==> src/rtl/sram_like_responder_pkg.sv <==
// Shared definitions for the SRAM-like responder: transfer size encodings,
// default geometry and the memory write-enable helper.
package sram_like_responder_pkg;

    typedef enum logic [1:0] {
        SIZE_B = 2'b00,
        SIZE_H = 2'b01,
        SIZE_W = 2'b10
    } size_e;

    localparam int DEFAULT_DEPTH = 4;
    localparam int DEFAULT_AW    = 16;

    // Reads must never disturb the memory, whatever the initiator left on req_wen.
    function automatic logic [3:0] mem_we_f(input logic wr, input logic [3:0] wen);
        logic [3:0] we_v;
        if (wr) begin
            we_v = wen;
        end else begin
            we_v = 4'b0000;
        end
        return we_v;
    endfunction

endpackage

==> src/rtl/sram_like_responder_if.sv <==
// Request/response bus between the initiator and the responder, plus the
// synchronous single-port memory command port owned by the responder.
interface sram_like_responder_if #(
    parameter int AW = 16
);
    logic          req_en;
    logic          req_wr;
    logic [1:0]    req_size;
    logic [3:0]    req_wen;
    logic [31:0]   req_addr;
    logic [31:0]   req_wdata;
    logic          addr_stall;
    logic          resp_stall;
    logic          addr_ok;
    logic [31:0]   addr_ok_addr;
    logic          data_ok;
    logic [31:0]   rdata;
    logic          mem_en;
    logic [3:0]    mem_we;
    logic [AW-1:0] mem_addr;
    logic [31:0]   mem_wdata;
    logic [31:0]   mem_rdata;

    modport slave (
        input  req_en, req_wr, req_size, req_wen, req_addr, req_wdata,
        input  addr_stall, resp_stall, mem_rdata,
        output addr_ok, addr_ok_addr, data_ok, rdata,
        output mem_en, mem_we, mem_addr, mem_wdata
    );

    modport master (
        output req_en, req_wr, req_size, req_wen, req_addr, req_wdata,
        output addr_stall, resp_stall, mem_rdata,
        input  addr_ok, addr_ok_addr, data_ok, rdata,
        input  mem_en, mem_we, mem_addr, mem_wdata
    );
endinterface

==> src/rtl/sram_like_responder_resp_queue.sv <==
// In-order response store: slots are allocated at acceptance, filled one
// cycle later, and released from the head in allocation order.
module resp_queue #(
    parameter int DEPTH = 4,
    parameter int PW    = (DEPTH > 1) ? $clog2(DEPTH) : 1
) (
    input  logic          clk,
    input  logic          resetn,
    input  logic          alloc,
    input  logic          cap_en,
    input  logic [PW-1:0] cap_slot,
    input  logic [31:0]   cap_data,
    input  logic          pop,
    output logic [PW-1:0] wr_ptr,
    output logic          full,
    output logic          head_ready,
    output logic [31:0]   head_data
);
    localparam int            CW      = $clog2(DEPTH + 1);
    localparam logic [CW-1:0] DEPTH_C = CW'(DEPTH);

    logic [PW-1:0] wr_ptr_r;
    logic [PW-1:0] rd_ptr_r;
    logic [CW-1:0] count_r;
    logic [DEPTH-1:0] ready_r;
    logic [31:0]   data_r [DEPTH];

    // Allocation and release pointers; DEPTH is a power of two so they wrap naturally.
    always_ff @(posedge clk or negedge resetn) begin
        if (!resetn) begin
            wr_ptr_r <= {PW{1'b0}};
            rd_ptr_r <= {PW{1'b0}};
        end else begin
            if (alloc) begin
                wr_ptr_r <= wr_ptr_r + PW'(1'b1);
            end
            if (pop) begin
                rd_ptr_r <= rd_ptr_r + PW'(1'b1);
            end
        end
    end

    // Occupancy: a same-cycle allocate and release cancel out.
    always_ff @(posedge clk or negedge resetn) begin
        if (!resetn) begin
            count_r <= {CW{1'b0}};
        end else begin
            case ({alloc, pop})
                2'b10:   count_r <= count_r + CW'(1'b1);
                2'b01:   count_r <= count_r - CW'(1'b1);
                default: count_r <= count_r;
            endcase
        end
    end

    // Slot data and ready flags; the slot being filled is never the head being released.
    always_ff @(posedge clk or negedge resetn) begin
        if (!resetn) begin
            ready_r <= {DEPTH{1'b0}};
            for (int i = 0; i < DEPTH; i++) begin
                data_r[i] <= 32'h0000_0000;
            end
        end else begin
            if (cap_en) begin
                data_r[cap_slot]  <= cap_data;
                ready_r[cap_slot] <= 1'b1;
            end
            if (pop) begin
                ready_r[rd_ptr_r] <= 1'b0;
            end
        end
    end

    // Head status for the response side.
    always_comb begin
        head_ready = ready_r[rd_ptr_r] && (count_r != {CW{1'b0}});
        head_data  = data_r[rd_ptr_r];
        full       = (count_r == DEPTH_C);
        wr_ptr     = wr_ptr_r;
    end

endmodule

==> src/rtl/sram_like_responder.sv <==
// SRAM-like responder: accepts up to DEPTH pipelined requests, issues them to
// a synchronous memory and returns responses strictly in acceptance order.
module sram_like_responder
    import sram_like_responder_pkg::*;
#(
    parameter int DEPTH = DEFAULT_DEPTH,
    parameter int AW    = DEFAULT_AW
) (
    input  logic clk,
    input  logic resetn,
    sram_like_responder_if.slave bus
);
    localparam int PW = (DEPTH > 1) ? $clog2(DEPTH) : 1;

    logic          accept_s;
    logic          data_ok_s;
    logic          full_s;
    logic          head_ready_s;
    logic [31:0]   head_data_s;
    logic [PW-1:0] wr_ptr_s;
    logic [31:0]   cap_data_s;
    logic          pend_valid_r;
    logic [PW-1:0] pend_slot_r;
    logic          pend_wr_r;
    size_e         unused_size_s;

    // Size is informational only: reads always return the full aligned word.
    assign unused_size_s = size_e'(bus.req_size);

    // Acceptance decision; fullness is judged before any same-cycle release.
    always_comb begin
        accept_s = 1'b0;
        if (resetn && bus.req_en && !bus.addr_stall && !full_s) begin
            accept_s = 1'b1;
        end else begin
            accept_s = 1'b0;
        end
    end

    // Acceptance handshake and memory command, both issued in the accepting cycle.
    always_comb begin
        bus.addr_ok      = 1'b0;
        bus.addr_ok_addr = 32'h0000_0000;
        bus.mem_en       = 1'b0;
        bus.mem_we       = 4'b0000;
        bus.mem_addr     = {AW{1'b0}};
        bus.mem_wdata    = 32'h0000_0000;
        if (accept_s) begin
            bus.addr_ok      = 1'b1;
            bus.addr_ok_addr = bus.req_addr;
            bus.mem_en       = 1'b1;
            bus.mem_we       = mem_we_f(bus.req_wr, bus.req_wen);
            bus.mem_addr     = bus.req_addr[AW+1:2];
            bus.mem_wdata    = bus.req_wdata;
        end else begin
            bus.addr_ok = 1'b0;
        end
    end

    // Pending register: remembers which slot receives next cycle's memory data.
    always_ff @(posedge clk or negedge resetn) begin
        if (!resetn) begin
            pend_valid_r <= 1'b0;
            pend_slot_r  <= {PW{1'b0}};
            pend_wr_r    <= 1'b0;
        end else begin
            pend_valid_r <= accept_s;
            if (accept_s) begin
                pend_slot_r <= wr_ptr_s;
                pend_wr_r   <= bus.req_wr;
            end
        end
    end

    // Writes complete with zero data; reads take the memory output.
    always_comb begin
        cap_data_s = 32'h0000_0000;
        if (pend_wr_r) begin
            cap_data_s = 32'h0000_0000;
        end else begin
            cap_data_s = bus.mem_rdata;
        end
    end

    // Response handshake from the queue head.
    always_comb begin
        data_ok_s = 1'b0;
        bus.data_ok = 1'b0;
        bus.rdata   = 32'h0000_0000;
        if (resetn && head_ready_s && !bus.resp_stall) begin
            data_ok_s   = 1'b1;
            bus.data_ok = 1'b1;
            bus.rdata   = head_data_s;
        end else begin
            data_ok_s = 1'b0;
        end
    end

    resp_queue #(
        .DEPTH (DEPTH),
        .PW    (PW)
    ) u_resp_queue (
        .clk        (clk),
        .resetn     (resetn),
        .alloc      (accept_s),
        .cap_en     (pend_valid_r),
        .cap_slot   (pend_slot_r),
        .cap_data   (cap_data_s),
        .pop        (data_ok_s),
        .wr_ptr     (wr_ptr_s),
        .full       (full_s),
        .head_ready (head_ready_s),
        .head_data  (head_data_s)
    );

endmodule

==> src/flat_wrapper.sv <==
// flat-port wrapper written by rule: the top's interface ports become plain ports
module sram_like_responder_flat import sram_like_responder_pkg::*;
#(
    parameter int DEPTH = DEFAULT_DEPTH,
    parameter int AW    = DEFAULT_AW
)
  (clk, resetn, bus_req_en, bus_req_wr, bus_req_size, bus_req_wen, bus_req_addr, bus_req_wdata, bus_addr_stall, bus_resp_stall, bus_mem_rdata, bus_addr_ok, bus_addr_ok_addr, bus_data_ok, bus_rdata, bus_mem_en, bus_mem_we, bus_mem_addr, bus_mem_wdata);
  sram_like_responder_if #(.AW(AW)) bus_i ();
  input  logic clk;
  input  logic resetn;
  input wire logic [$bits(bus_i.req_en)-1:0] bus_req_en;
  input wire logic [$bits(bus_i.req_wr)-1:0] bus_req_wr;
  input wire logic [$bits(bus_i.req_size)-1:0] bus_req_size;
  input wire logic [$bits(bus_i.req_wen)-1:0] bus_req_wen;
  input wire logic [$bits(bus_i.req_addr)-1:0] bus_req_addr;
  input wire logic [$bits(bus_i.req_wdata)-1:0] bus_req_wdata;
  input wire logic [$bits(bus_i.addr_stall)-1:0] bus_addr_stall;
  input wire logic [$bits(bus_i.resp_stall)-1:0] bus_resp_stall;
  input wire logic [$bits(bus_i.mem_rdata)-1:0] bus_mem_rdata;
  output wire logic [$bits(bus_i.addr_ok)-1:0] bus_addr_ok;
  output wire logic [$bits(bus_i.addr_ok_addr)-1:0] bus_addr_ok_addr;
  output wire logic [$bits(bus_i.data_ok)-1:0] bus_data_ok;
  output wire logic [$bits(bus_i.rdata)-1:0] bus_rdata;
  output wire logic [$bits(bus_i.mem_en)-1:0] bus_mem_en;
  output wire logic [$bits(bus_i.mem_we)-1:0] bus_mem_we;
  output wire logic [$bits(bus_i.mem_addr)-1:0] bus_mem_addr;
  output wire logic [$bits(bus_i.mem_wdata)-1:0] bus_mem_wdata;
  assign bus_i.req_en = bus_req_en;
  assign bus_i.req_wr = bus_req_wr;
  assign bus_i.req_size = bus_req_size;
  assign bus_i.req_wen = bus_req_wen;
  assign bus_i.req_addr = bus_req_addr;
  assign bus_i.req_wdata = bus_req_wdata;
  assign bus_i.addr_stall = bus_addr_stall;
  assign bus_i.resp_stall = bus_resp_stall;
  assign bus_i.mem_rdata = bus_mem_rdata;
  assign bus_addr_ok = bus_i.addr_ok;
  assign bus_addr_ok_addr = bus_i.addr_ok_addr;
  assign bus_data_ok = bus_i.data_ok;
  assign bus_rdata = bus_i.rdata;
  assign bus_mem_en = bus_i.mem_en;
  assign bus_mem_we = bus_i.mem_we;
  assign bus_mem_addr = bus_i.mem_addr;
  assign bus_mem_wdata = bus_i.mem_wdata;
  sram_like_responder #(.DEPTH(DEPTH), .AW(AW)) u_core (.clk(clk), .resetn(resetn), .bus(bus_i));
endmodule
==> config.mk <==
export PLATFORM = sky130hd
export DESIGN_NAME = sram_like_responder_flat
export DESIGN_NICKNAME = d
export VERILOG_FILES = /design/src/rtl/sram_like_responder_pkg.sv /design/src/rtl/sram_like_responder_if.sv /design/src/rtl/sram_like_responder_resp_queue.sv /design/src/rtl/sram_like_responder.sv /design/src/flat_wrapper.sv
export SDC_FILE = /design/constraint.sdc
export NUM_CORES = 1
export LEC_CHECK = 0
export CORE_MARGIN = 4
export CORE_UTILIZATION = 42
export DETAILED_ROUTE_END_ITERATION = 10
export PLACE_DENSITY = 0.78
export SLEW_MARGIN = 5
export SYNTH_ARGS = -nofsm -noshare
export SYNTH_HDL_FRONTEND = slang
export SYNTH_SLANG_ARGS = --single-unit
export TNS_END_PERCENT = 50
==> constraint.sdc <==
create_clock -name clk -period 2.7 [get_ports clk]
set_clock_uncertainty 0.05 [all_clocks]
set_input_delay 0.54 -clock clk [delete_from_list [all_inputs] [get_ports clk]]
set_output_delay 0.54 -clock clk [all_outputs]
set_load 0.05 [all_outputs]
==> impl_metrics.json <==
{
  "antenna_found_initial": 2,
  "clock.fmax_mhz": 379,
  "status": "completed",
  "hold_violations": 0,
  "syn_nets": 797,
  "cp_cell_sequence": "mux4_2 -> buf_6 -> and3_1 -> buf_12",
  "synthDistinctLibCells": 33,
  "post_dp_cell_area_um2": 10600,
  "hold-worst-slack_ns": 0.269,
  "ys_warn_count": 0,
  "required_ns": 2.11,
  "cpMaxStageDelayCell": "mux4_2",
  "grt_pass1_wl_mm": 32.2,
  "grt_overflow": 0,
  "layout_commonest_cell": "dfrtp_1",
  "core_region_area_um2": 16100,
  "dr.pass1.iters": 4,
  "cts_tree": "built",
  "drive_gt1_share_pct": 27.8,
  "track_usage_pct": 22.7,
  "via_count": 5855,
  "pin_count": 227,
  "critPathMaxStageDelay_ns": 0.55,
  "gp_congestion": 0.813,
  "synthesis.area_um2": 7000,
  "vias_per_cell": 5.23,
  "cts_buffers": 17,
  "fin_crit_sh_pct": 97.8,
  "synth-seq-cells": 143,
  "fin_util_pct": 71.0,
  "hpwlAfterDp_mm": 14.4,
  "drt-initial-drc-count": 359,
  "die_h_um": 137,
  "period_minus_slack_ns": 2.64,
  "path_clk_slew_ns": 0.06,
  "cts_max_level": 4,
  "syn_to_final_growth_pct": 63.3,
  "numPortBuffers": 224,
  "p_per_area_nw_per_um2": 953,
  "num_rows": 46,
  "wl_per_cell_um": 18.9,
  "cp_top_family": "multiplexers",
  "path_buf_inv": 2,
  "r2r_setup_slack_ns": 0.31,
  "end_kind": "output port",
  "setup_viol": 0,
  "worst_slew_pin_slew_ns": 0.946,
  "instances_no_fill": 1120,
  "start_util_pct": 43.5,
  "postSynthAreaPerCell_um2": 10.3,
  "die_area_um2": 18800,
  "p_leak_nw": 5.06,
  "synthArstFlopShare_pct": 100,
  "final_cell_mix": "141 x dfrtp_1, 129 x nand2_1, 129 x o21ai_0",
  "grt_max_degree": 78,
  "cts-root-buf": "clkbuf_16",
  "critPathMaxFanout": 32,
  "place_ws_ns": -0.0502,
  "drc": 0,
  "first_global_vias": 6106,
  "critPathLaunchType": "flip-flop",
  "cp.arrival_ns": 2.05,
  "worst_slack_ns": 0.0602,
  "drv_cap": 0,
  "finalMaxSlewViolations": 0,
  "die_x_um": 137,
  "cts_sinks": 143,
  "vdd_drop_max_uv": 524,
  "worstSkewPairLatency_ns": 0.42,
  "yosysSeqAreaShare_pct": 51.1,
  "slew_headroom_pct": 36.9,
  "ant_nets": 0,
  "path_class": "flip-flop to output port",
  "hold_class": "input pin to asynchronous set/reset pin",
  "synth_enable_flop_cells": 0,
  "place_inst": 1079,
  "synth_cells": 683,
  "wirelength_mm": 21.2,
  "cts.path.max_buffers": 2,
  "nNetsFinal": 1003,
  "synth_flop_cell": "dfrtp_1",
  "design_area_um2": 11400,
  "postCtsHoldBufs": 0
}
==> path summary, 6_finish.rpt <==
| check | end | from | cells past startpoint |
|---|---|---|---|
| min in group clk | u_core.u_resp_queue.wr_ptr[0] | u_core.u_resp_queue.wr_ptr[0] | 1 |
| setup reg to reg | u_core.u_resp_queue.count_r[2] | u_core.u_resp_queue.rd_ptr_r[0] | 7 |
| max in group asynchronous | u_core.u_resp_queue.data_r[115] | resetn | 2 |
| hold / removal | u_core.u_resp_queue.count_r[2] | resetn | 2 |
| hold reg to reg | u_core.u_resp_queue.wr_ptr[0] | u_core.u_resp_queue.wr_ptr[0] | 1 |
| setup / recovery | bus_rdata[5] | u_core.u_resp_queue.rd_ptr_r[0] | 4 |
==> metrics by stage <==
stage | power, W | TNS, ns
floorplan | 0.00663 | 0
global placement | 0.00823 | -0.0999
detailed placement | 0.00844 | -0.430
CTS | 0.0109 | 0
global route | 0.0116 | -0.00951
finish | 0.0109 | 0
==> flip-flops by register name (all words and copies together), names as in the netlist <==
name and count:
u_core.pend_wr_r 1, u_core.pend_slot_r 2, u_core.pend_valid_r 1, u_core.u_resp_queue.count_r 3
u_core.u_resp_queue.ready_r 4, u_core.u_resp_queue.rd_ptr_r 2, u_core.u_resp_queue.data_r 128, u_core.u_resp_queue.wr_ptr 2
==> Yosys cell counts (2+ instances only) <==
| master | number | area, µm² |
|---|---|---|
| mux4_2 | 31 | 698 |
| nor2_1 | 5 | 18.8 |
| xnor2_1 | 4 | 35.0 |
| and2_1 | 65 | 407 |
| clkbuf_1 | 41 | 154 |
| dfrtp_1 | 143 | 3580 |
| nand2b_1 | 32 | 200 |
| buf_2 | 6 | 30.0 |
| nand3b_1 | 2 | 15.0 |
| inv_1 | 5 | 18.8 |
| nand3_1 | 2 | 10.0 |
| mux4_1 | 2 | 52.6 |
| nor2b_1 | 2 | 12.5 |
| buf_6 | 2 | 22.5 |
| and3_1 | 36 | 225 |
| a21oi_2 | 4 | 35.0 |
| buf_4 | 18 | 135 |
| a31oi_1 | 2 | 12.5 |
| o21ai_0 | 129 | 646 |
| mux2_2 | 3 | 33.8 |
| ha_1 | 5 | 62.6 |
| buf_1 | 4 | 15.0 |
| nand2_1 | 130 | 488 |
==> layer usage <==
metal / track usage (%) / share of wire, % / wire, µm / vias up
li1: - / - / - / 2722
met1: 25.5 / 35 / 7460 / 2897
met2: 40.1 / 56 / 11700 / 203
met3: 6.91 / 6.8 / 1440 / 33
met4: 9.04 / 2.4 / 514 / 0
met5: 0 / 0 / 0 / -
==> area by class of cell <==
| cell class | instances | area, µm² |
|---|---|---|
| diodes | 2 | 5.00 |
| clock buffers | 19 | 433 |
| clock inverters | 13 | 166 |
| fillers | 1119 | 4680 |
| inverters | 5 | 18.8 |
| multi-input cells | 464 | 3140 |
| flip-flops and latches | 143 | 3580 |
| well taps | 216 | 270 |
| repair buffers | 258 | 3820 |
==> cell families (layout without fill, tap and decap cells) <==
logic type	Yosys count	in the layout	share of synthesized area, %
simple gates	275	275	19.8
flops	143	143	51.1
compound gates	141	141	10.6
buf+inv	76	295	5.36
mux	37	37	11.3
fa+ha+maj	6	6	1.18
xor+xnor	5	5	0.625
other cells	0	2	0
==> power by group <==
group	switching [W]	internal (W)
clock network	0.000919	0.00145
logic	0.00237	0.00232
registers	0.000627	0.00321
total	0.00391	0.00698
==> timing repair <==
item / 4_1_cts / 5_1_grt
gates resized for setup: 1 / 29
cloned: 1 / 3
pin swaps: 1 / 1
setup buffers: 1 / 2
setup endpoints to repair: 23 / 77
hold endpoints to repair: 0 / 0
No activity file was read; power rests on OpenSTA's default activity.
